File: config.mk
export PLATFORM = sky130hd
export DESIGN_NAME = branch_resolve_unit
export DESIGN_NICKNAME = d
export VERILOG_FILES = /design/src/rtl/branch_resolve_unit.sv
export SDC_FILE = /design/constraint.sdc
export NUM_CORES = 1
export LEC_CHECK = 0
export BUFFER_PORTS_ARGS = -buffer_cell sky130_fd_sc_hd__buf_2
export CAP_MARGIN = 20
export CORE_MARGIN = 2
export CORE_UTILIZATION = 48
export CTS_CLUSTER_DIAMETER = 50
export CTS_CLUSTER_SIZE = 10
export DETAILED_ROUTE_END_ITERATION = 12
export PLACE_DENSITY = 0.82
export SYNTH_ARGS = -nofsm -noshare
export SYNTH_HDL_FRONTEND = slang
export SYNTH_SLANG_ARGS = --single-unit
File: constraint.sdc
create_clock -name clk -period 1.6 [get_ports clk]
set_input_delay 0.32 -clock clk [delete_from_list [all_inputs] [get_ports clk]]
set_output_delay 0.32 -clock clk [all_outputs]
set_load 0.005 [all_outputs]
File: src/rtl/branch_resolve_unit.sv
// Branch resolve unit: follows fetched instructions through ID and EX and resolves
// conditional branches in EX. It emits a predictor training write, a mispredict pulse and saturating counters.
module branch_resolve_unit (
    input  logic        clk,
    input  logic        arst_n,
    input  logic        en,
    input  logic        stall,
    input  logic        if_valid,
    input  logic [4:0]  if_idx,
    input  logic        if_pred,
    input  logic        ex_is_branch,
    input  logic        ex_taken,
    output logic        upd_en,
    output logic [4:0]  upd_addr,
    output logic        upd_taken,
    output logic        mispredict,
    output logic [15:0] branch_cnt,
    output logic [15:0] mispred_cnt
);

    typedef struct packed {
        logic       valid;
        logic [4:0] idx;
        logic       pred;
    } slot_t;

    localparam slot_t SLOT_EMPTY = '{valid: 1'b0, idx: 5'd0, pred: 1'b0};

    function automatic logic [15:0] sat_inc(input logic [15:0] value);
        logic [15:0] result;
        if (value == 16'hFFFF) begin
            result = value;
        end else begin
            result = value + 16'd1;
        end
        return result;
    endfunction

    slot_t       s_id_q, s_id_d;
    slot_t       s_ex_q, s_ex_d;
    logic        upd_en_q, upd_en_d;
    logic [4:0]  upd_addr_q, upd_addr_d;
    logic        upd_taken_q, upd_taken_d;
    logic        mispredict_q, mispredict_d;
    logic [15:0] branch_cnt_q, branch_cnt_d;
    logic [15:0] mispred_cnt_q, mispred_cnt_d;

    logic advance_s;
    logic resolve_s;
    logic mismatch_s;

    // Resolution qualifiers: stall/en dominate, and an invalid EX slot masks ex_is_branch
    always_comb begin
        advance_s  = en & ~stall;
        resolve_s  = advance_s & s_ex_q.valid & ex_is_branch;
        mismatch_s = resolve_s & (ex_taken ^ s_ex_q.pred);
    end

    // Slot shifting; a mismatch squashes both younger instructions but still shifts their fields
    always_comb begin
        s_id_d = s_id_q;
        s_ex_d = s_ex_q;
        if (advance_s) begin
            s_ex_d       = s_id_q;
            s_ex_d.valid = s_id_q.valid & ~mismatch_s;
            s_id_d.valid = if_valid & ~mismatch_s;
            s_id_d.idx   = if_idx;
            s_id_d.pred  = if_pred;
        end else begin
            s_id_d = s_id_q;
            s_ex_d = s_ex_q;
        end
    end

    // Training write and mispredict pulse; address/outcome hold between updates
    always_comb begin
        upd_en_d     = resolve_s;
        mispredict_d = mismatch_s;
        upd_addr_d   = upd_addr_q;
        upd_taken_d  = upd_taken_q;
        if (resolve_s) begin
            upd_addr_d  = s_ex_q.idx;
            upd_taken_d = ex_taken;
        end else begin
            upd_addr_d  = upd_addr_q;
            upd_taken_d = upd_taken_q;
        end
    end

    // Saturating statistics counters; mispredicts are a subset of resolutions
    always_comb begin
        branch_cnt_d  = branch_cnt_q;
        mispred_cnt_d = mispred_cnt_q;
        if (resolve_s) begin
            branch_cnt_d = sat_inc(branch_cnt_q);
        end else begin
            branch_cnt_d = branch_cnt_q;
        end
        if (mismatch_s) begin
            mispred_cnt_d = sat_inc(mispred_cnt_q);
        end else begin
            mispred_cnt_d = mispred_cnt_q;
        end
    end

    // State and output registers with asynchronous clear
    always_ff @(posedge clk or negedge arst_n) begin
        if (!arst_n) begin
            s_id_q        <= SLOT_EMPTY;
            s_ex_q        <= SLOT_EMPTY;
            upd_en_q      <= 1'b0;
            upd_addr_q    <= 5'd0;
            upd_taken_q   <= 1'b0;
            mispredict_q  <= 1'b0;
            branch_cnt_q  <= 16'd0;
            mispred_cnt_q <= 16'd0;
        end else begin
            s_id_q        <= s_id_d;
            s_ex_q        <= s_ex_d;
            upd_en_q      <= upd_en_d;
            upd_addr_q    <= upd_addr_d;
            upd_taken_q   <= upd_taken_d;
            mispredict_q  <= mispredict_d;
            branch_cnt_q  <= branch_cnt_d;
            mispred_cnt_q <= mispred_cnt_d;
        end
    end

    assign upd_en      = upd_en_q;
    assign upd_addr    = upd_addr_q;
    assign upd_taken   = upd_taken_q;
    assign mispredict  = mispredict_q;
    assign branch_cnt  = branch_cnt_q;
    assign mispred_cnt = mispred_cnt_q;

endmodule

=== Word level (Yosys, flattened, before mapping) ===
Cells that the tools add are included.

* Equal/unequal tests: 2
* Reductions and logical operators: 2
* Add/subtract/negate cells: 2
* Bitwise gates (word level): 11

{| class="wikitable"
|+ Operator list
! kind !! number
|-
| adder 16 x 1 -> 16 bit (second input constant) || 2
|-
| equality test 16 bit (second input constant) || 2
|-
| bitwise AND 1 bit || 6
|-
| NOT 1 bit || 4
|-
| AND reduction 2 bit || 2
|-
| bitwise XOR 1 bit || 1
|}

* Register bits: 54
* Input bits: 13

=== Logic depth before layout (Yosys ltp) ===
Gate-level depths: netlist of the first run.

* Word-level depth: 7
* Depth in mapped cells: 6
* Mapped depth without buffers: 5

=== Worst setup path before layout of the first run ===
No wires, ideal clock.

* Path kind: register to register
* Start: register mispred_cnt_q[0], in the netlist mispred_cnt[0]
* End: register mispred_cnt_q[1], in the netlist mispred_cnt[1]
* Path slack: -0.101 ns
* Setup time: 0.125 ns
* Stages on the path, launching flop included: 6
* Arrival: 1.576 ns
* Required time: 1.475 ns
* Clock period less this slack: 1.701 ns
* Cells stage by stage: dfrtp_1 ha_1 nand2_1 nor4_4 a21oi_2 mux2_4

* Cells in the longest elaborated chain, start to end: 3

{| class="wikitable"
|+ RTL lines
! element !! RTL line !! source
|-
| from (decl) || 46 || <nowiki>logic [15:0] mispred_cnt_q, mispred_cnt_d;</nowiki>
|-
| from (signal assigned) || 125 || <nowiki>mispred_cnt_q <= mispred_cnt_d;</nowiki>
|-
| branches (longest 3 deep; another with adder 16 x 1 -> 16 bit) || n/a ||
|}

Several ways; the timed one is not identified.
A chain may end at the register's enable or synchronous reset.

=== Worst setup path in the final report of the first run ===
* Start: register s_ex_q[6] (netlist bit)
* End: register mispred_cnt_q[11], in the netlist mispred_cnt[11]

* Cells in the longest elaborated chain, start to end: 4

{| class="wikitable"
|+ RTL lines
! element !! RTL line !! source
|-
| from (decl) || 40 || <nowiki>slot_t s_ex_q, s_ex_d;</nowiki>
|-
| from (signal assigned) || 110 || <nowiki>s_ex_q <= SLOT_EMPTY;</nowiki>
|-
| from (signal assigned) || 119 || <nowiki>s_ex_q <= s_ex_d;</nowiki>
|-
| bitwise AND 1 bit (2 in a row) || 55 || <nowiki>resolve_s = advance_s & s_ex_q.valid & ex_is_branch;</nowiki>
|-
| bitwise AND 1 bit || 56 || <nowiki>mismatch_s = resolve_s & (ex_taken ^ s_ex_q.pred);</nowiki>
|-
| AND reduction 2 bit (no line) || n/a ||
|}

No other way between the ends.

==> results.toml, run 1 <==
[layout]
antenna_cells = 0
finish.net_count = 314
final_area_um2 = 3342
drive_gt1_share_pct = 48.83
nFillCells = 339
seq_area_um2 = 1353
syn_to_final_growth_pct = 39.11
multi_input_area_um2 = 1209
stdcell_count = 366

[yosys]
yosys.area.top_type = "dfrtp_1"
seq_area_frac_synth_pct = 56.25
syn_avg_cell_area_um2 = 11.83
synth_top_family_by_area = "simple AND/OR/NAND/NOR gates"
synth_edf_count = 0
synth_nets = 218
synthMuxAreaShare_pct = 7.552
syn_area_um2 = 2402
synthCells = 203
ys_seq_elements = 54
synthAdderAreaFrac_pct = 1.042
synth.most_common_cell = "dfrtp_1"
yosysWarnings = 0
yosys.area_share.simple_pct = 20.68
synth_compound_gate_area_share_pct = 1.615
synth_xor_area_share_pct = 11.30
synth_top_area_share_pct = 56.25
async_reset_ff_share_pct = 100.0
ys_top_cells_by_area = "dfrtp_1 (56%), xor2_1 (11%), mux2_2 (6.1%)"
synth.distinct_cells = 32
synth_commonest_cells = "dfrtp_1 (54), nand2_1 (29), xor2_1 (29)"
synth_flop_cell = "dfrtp_1"

[global_route]
globalRoute.totalOverflow = 0
grt_pass1_wl_um = 8797
gr-usage-all-layers_pct = 20.42
grt_start_max_net_pins = 55
antenna_found_initial = 0
grt_pass1_vias = 1943

[setup_path]
worstPathCellList = "nand4b_1 -> buf_4 -> nand4bb_4 -> nor4b_4 -> xor2_1"
start_kind = "flop"
critPathArrivalTime_ns = 1.91
required_ns = 1.82
worstSetupPathType = "flop to flop"
reg2reg_from = "s_ex_q[6]$_DFFE_PN0P_"
cpMaxStageDelayCell = "dfrtp_1"
crit_path_end_kind = "flop"
critPathMaxFanout = 5
slowest_delay_ns = 0.37
crit_path_start = "s_ex_q[6]$_DFFE_PN0P_"

[timing]
rsz0062_at_grt = "true"
slew_headroom_pct = 67.91
final-hold-violation-count = 0
finalSetupViolCount = 6
fin_crit_ns = 1.685
setup_ws_ns = -0.08462
hold_ws_ns = 0.2330
fmaxAchievable_mhz = 593.6
finalCritPeriodShare_pct = 105.3
finClkSkew_ns = 0.01072
slew_viol_final = 0
tightest_slew_ns = 0.4777

[clocking]
clockRootBuffer = "clkbuf_8"
clockBufferDepth = 2
clkSinkCount = 54
h-tree-depth = 2
cts_tree = "yes"
numCtsBuffers = 5
path_clk_slew_ns = 0.10
clk_latency_ns = 0.31

[run]
cap_viol_max_count = 0

[die]
num_rows = 25
die_h_um = 74.75
core_area_um2 = 4786
die_area_um2 = 5587
initial_core_util_pct = 50.20
die_x_um = 74.75
ios = 53

[routing]
wl_per_cell_um = 15.10
drc_errors = 0
drt_iter0_drc = 73
dr.pass1.iters = 4
wl_met2_um = 2752
routed_wirelength_um = 5526
wl_met1_um = 2396
top_layer = "met4"
num_vias = 1916
routed_via_density = 5.235
route.met3.wl_um = 240
drtAntennaViolNets = 0

[placement]
place_area_um2 = 3008
dp_slack_ns = -0.2120
routabilityCongestion = 0.8099
dp_cells = 353
numPortBuffers = 52
dp_hpwl_um = 3895

[worst_hold_path]
min_from = "if_idx[3]"
hold_path_class = "input port to flop"

[pwr]
power.total_uw = 3194
ir_drop_v = 0.0006924
power_density_nw_per_um2 = 955.6
leakage_uw = 0.001775

[outcome]
violations = "negative setup slack"
status = "finished with violations"
[metrics by stage]
step	util [%]	setup TNS (ns)
2_1_floorplan	-	-0.01920
3_3_place_gp	62.85	-1.016
3_5_place_dp	62.85	-1.931
4_1_cts	66.56	-0.05316
5_1_grt	69.83	-1.427
6_report	69.83	-0.1600
[per-layer routing]
layer	track usage [%]	vias up
met4	5.556	0
met2	35.20	53
met3	4.284	16
li1	-	897
met5	0	-
met1	26.34	950
[registers in the layout, summed over array words and instances (netlist names)]
name	count
branch_cnt	16
mispred_cnt	16
s_ex_q	7
s_id_q	7
upd_addr	5
mispredict	1
upd_en	1
upd_taken	1
[critical path: cells and delay by family, from the launching register on]
kind | cells | cell delay [ns]
simple gates | 3 | 0.81
flops | 1 | 0.37
buf+inv | 1 | 0.22
xor+xnor | 1 | 0.19
[path summary, 6_finish.rpt]
kind / depth (start not counted) / slack (ns) / to
max: 5 / -0.08 / mispred_cnt[11]$_DFFE_PN0P_
min: 2 / 0.23 / s_id_q[4]$_DFFE_PN0P_
max reg2reg: 5 / -0.08 / mispred_cnt[11]$_DFFE_PN0P_
min reg2reg: 2 / 0.48 / upd_addr[1]$_DFFE_PN0P_
max in group asynchronous: 3 / 0.81 / mispred_cnt[6]$_DFFE_PN0P_
min in group asynchronous: 3 / 0.52 / s_id_q[1]$_DFFE_PN0P_
[power by group]
part           internal (µW)  switching [µW]
Sequential              1580             162
Combinational            384             325
Clock                    300             442
Total                   2260             929
[layout make-up]
class	count	area share (%)
clock buffer	5	2.059
clock inverter	2	0.4493
inverter	4	0.4493
multi-input combinational	140	36.17
sequential	54	40.47
tap	67	2.508
timing repair buffer	94	17.90
[logic make-up after synthesis]
group,after synthesis
and+or+nand+nor,86
xor gates and xnor gates,31
AOI/OAI and AO/OA,5
DFF,54
buffers and inverters,9
adders and majority gates,2
muxes,16
[cell usage in the layout (no fill, tap or decap), types with 2 or more instances in the layout]
cell	netlist	final
xor2_1	29	28
nand3_1	6	3
inv_1	4	4
a211oi_1	2	2
mux2_2	13	13
nand4_1	7	7
buf_6	0	2
xnor2_1	2	2
mux2i_1	2	2
dfrtp_1	54	53
nand2_2	0	2
clkinvlp_4	0	2
nor2_1	6	6
buf_2	3	52
buf_4	0	38
nand2_1	29	27
and4_1	2	2
nor3_2	0	5
nor4_2	0	2
clkbuf_8	0	5
nor4b_4	0	2
nor3_1	13	8
nor4_4	2	3
nor3b_2	0	2
nand3_2	0	2
and2_1	2	2
[timing repair]
item | in CTS | in global routing
pin swaps | 2 | 11
resized for setup | 12 | 24
hold buffers | 1 | 0
hold endpoints to repair | 6 | 0
setup endpoints to repair | 11 | 25
buffers inserted | 3 | 2
No activity file was read; power rests on OpenSTA's default activity.
==> run 2: changes to the inputs <==
Clock period 1.6 ns to 1.51 ns, I/O delays scaled along.
==> run 2 against run 1 <==
  * The flow still finishes with violations (negative setup slack)
  * Combinational power increased by 16%
  * Worst hold slack worse by 0.017 ns
  * Clock skew is 0.0011 ns lower
  * Wire length up 24%
  * Total power increased by 11%
  * Global-route usage grew 3.9 points
  * Cell count rose by 8.7%
  * Flip-flop and latch count is the same
  * Largest cell class unchanged
  * Sequential share of layout area down 4.3 points
  * Largest power group unchanged
==> results.toml, run 2 (synthesis results as in run 1) <==
[die]
die_x_um = 74.75
core_area_um2 = 4786
die_h_um = 74.75
initial_core_util_pct = 50.20
die_area_um2 = 5587
num_rows = 25
ios = 53

[layout]
finish.net_count = 345
nFillCells = 290
antenna_cells = 0
drive_gt1_share_pct = 58.31
layout_common_cells = "buf_4 (67), dfrtp_1 (53), buf_2 (52)"
layout_commonest_cell = "buf_4"
final_area_um2 = 3737
syn_to_final_growth_pct = 55.57

[clocking]
clk_latency_ns = 0.31
clkSinkCount = 54
path_clk_slew_ns = 0.10
h-tree-depth = 2
clockRootBuffer = "clkbuf_8"
clockBufferDepth = 2
cts_tree = "yes"
numCtsBuffers = 5

[pwr]
p_sw_uw = 1038
power.internal_uw = 2496
power.share.clock_pct = 24.6
power_frac_seq_pct = 52.2
ir_drop_v = 0.0008361
switching_share_pct = 29.37
power.total_uw = 3534
combPwrFrac_pct = 23.2
leakage_uw = 0.002001
power_density_nw_per_um2 = 945.5

[worst_hold_path]
hold_path_class = "input port to flop"
min_path_cells = 2
min_from = "if_idx[4]"
hold_path_end = "s_id_q[5]$_DFFE_PN0P_"

[setup_path]
r2r_end = "mispred_cnt[15]$_DFFE_PN0P_"
reg2reg_from = "mispred_cnt[0]$_DFFE_PN0P_"
worstSetupPathType = "flop to flop"
critPathMaxFanout = 5
required_ns = 1.76
start_kind = "flop"
r2r_cells = 5
reg2reg_slack_ns = -0.09
crit_path_end_kind = "flop"
critPathArrivalTime_ns = 1.85

[routing]
wl_met1_um = 2665
num_vias = 2089
wl_met2_um = 3800
routed_wirelength_um = 6846
dr.pass1.iters = 4
route.met3.wl_um = 198
drc_errors = 0
drtAntennaViolNets = 0
routed_via_density = 5.249
top_layer = "met4"
wl_per_cell_um = 17.20
drt_iter0_drc = 76

[timing]
finalSetupTns_ns = -0.7825
tightest_slew_ns = 0.3534
finalCritPeriodShare_pct = 106.2
setup_ws_ns = -0.09359
final-hold-violation-count = 0
fmaxAchievable_mhz = 623.6
slew_viol_final = 0
finalSetupViolCount = 20
finClkSkew_ns = 0.009620
slew_headroom_pct = 76.44
hold_ws_ns = 0.2159
rsz0062_at_grt = "true"
fin_crit_ns = 1.604

[global_route]
globalRoute.totalOverflow = 0
grt_pass1_vias = 2141
grt_start_max_net_pins = 55
antenna_found_initial = 0
grt_pass1_wl_um = 10100
gr-usage-all-layers_pct = 24.30

[outcome]
violations = "negative setup slack"
status = "finished with violations"

[placement]
dp_hpwl_um = 4048
routabilityCongestion = 0.8505
numPortBuffers = 52
place_area_um2 = 3126
dp_slack_ns = -0.4194

[run]
cap_viol_max_count = 0
## run 2: changes by cell type in the layout (fill, tap and decap cells not counted), sizes merged
| cell | before | now |
|---|---|---|
| clkbuf | 5 | 6 |
| clkinvlp | 2 | 1 |
| buf | 93 | 124 |
| inv | 4 | 5 |
## run 2: layer usage
| layer | vias up | GRT usage, % |
|---|---|---|
| li1 | 962 | - |
| met5 | - | 0 |
| met1 | 1057 | 28.57 |
| met4 | 0 | 11.71 |
| met2 | 53 | 42.67 |
| met3 | 17 | 4.819 |
## run 2: cell type report
class	count	area (µm²)	area share [%]
Clock inverter	2	16.27	0.4352
Timing Repair Buffer	125	847.1	22.66
Sequential cell	54	1353	36.19
Inverter	4	15.01	0.4017
Clock buffer	6	82.58	2.210
Multi-Input combinational cell	140	1340	35.86
Tap cell	67	83.83	2.243
## run 2: repair_timing
action                                  in CTS  in global routing
pin swaps                                   13                 29
resized for setup                           24                 37
hold endpoints to repair                    54                  0
setup buffers                               10                 12
hold buffers                                 1                  0
endpoints found under the setup margin      23                 31
## run 2: critical path, cell delays in order, from the launching register on
cell	delay [ns]
dfrtp_1	0.41
buf_4	0.16
nand3_1	0.13
nand4bb_4	0.33
nor4_2	0.34
xor2_1	0.16
## run 2: power by group through the flow
stage | sequential [µW] | combinational, µW | clock, µW
finish | 1840 | 820 | 870
global route | 1860 | 904 | 924
CTS | 1820 | 783 | 872
detailed placement | 1840 | 743 | 0
global placement | 1820 | 697 | 0
floorplan | 1870 | 271 | 0
## run 2: metrics by stage
step	cells	util (%)
after CTS	387	71.97
after floorplan	203	-
after global routing	398	78.09
after detailed placement	368	65.31
after global placement	368	65.31
final	398	78.09
## run 2: worst max-delay path by stage
stage	start	to	slack, ns	cells past startpoint
after detailed placement	stall	mispred_cnt[5]$_DFFE_PN0P_	-0.42	6
after global routing	s_ex_q[6]$_DFFE_PN0P_	mispred_cnt[11]$_DFFE_PN0P_	-0.20	5
after floorplan	mispred_cnt[14]$_DFFE_PN0P_	mispred_cnt[1]$_DFFE_PN0P_	-0.11	4
final	mispred_cnt[0]$_DFFE_PN0P_	mispred_cnt[15]$_DFFE_PN0P_	-0.09	5
after CTS	mispred_cnt[1]$_DFFE_PN0P_	mispred_cnt[1]$_DFFE_PN0P_	-0.09	5
after global placement	stall	mispred_cnt[9]$_DFFE_PN0P_	-0.22	6
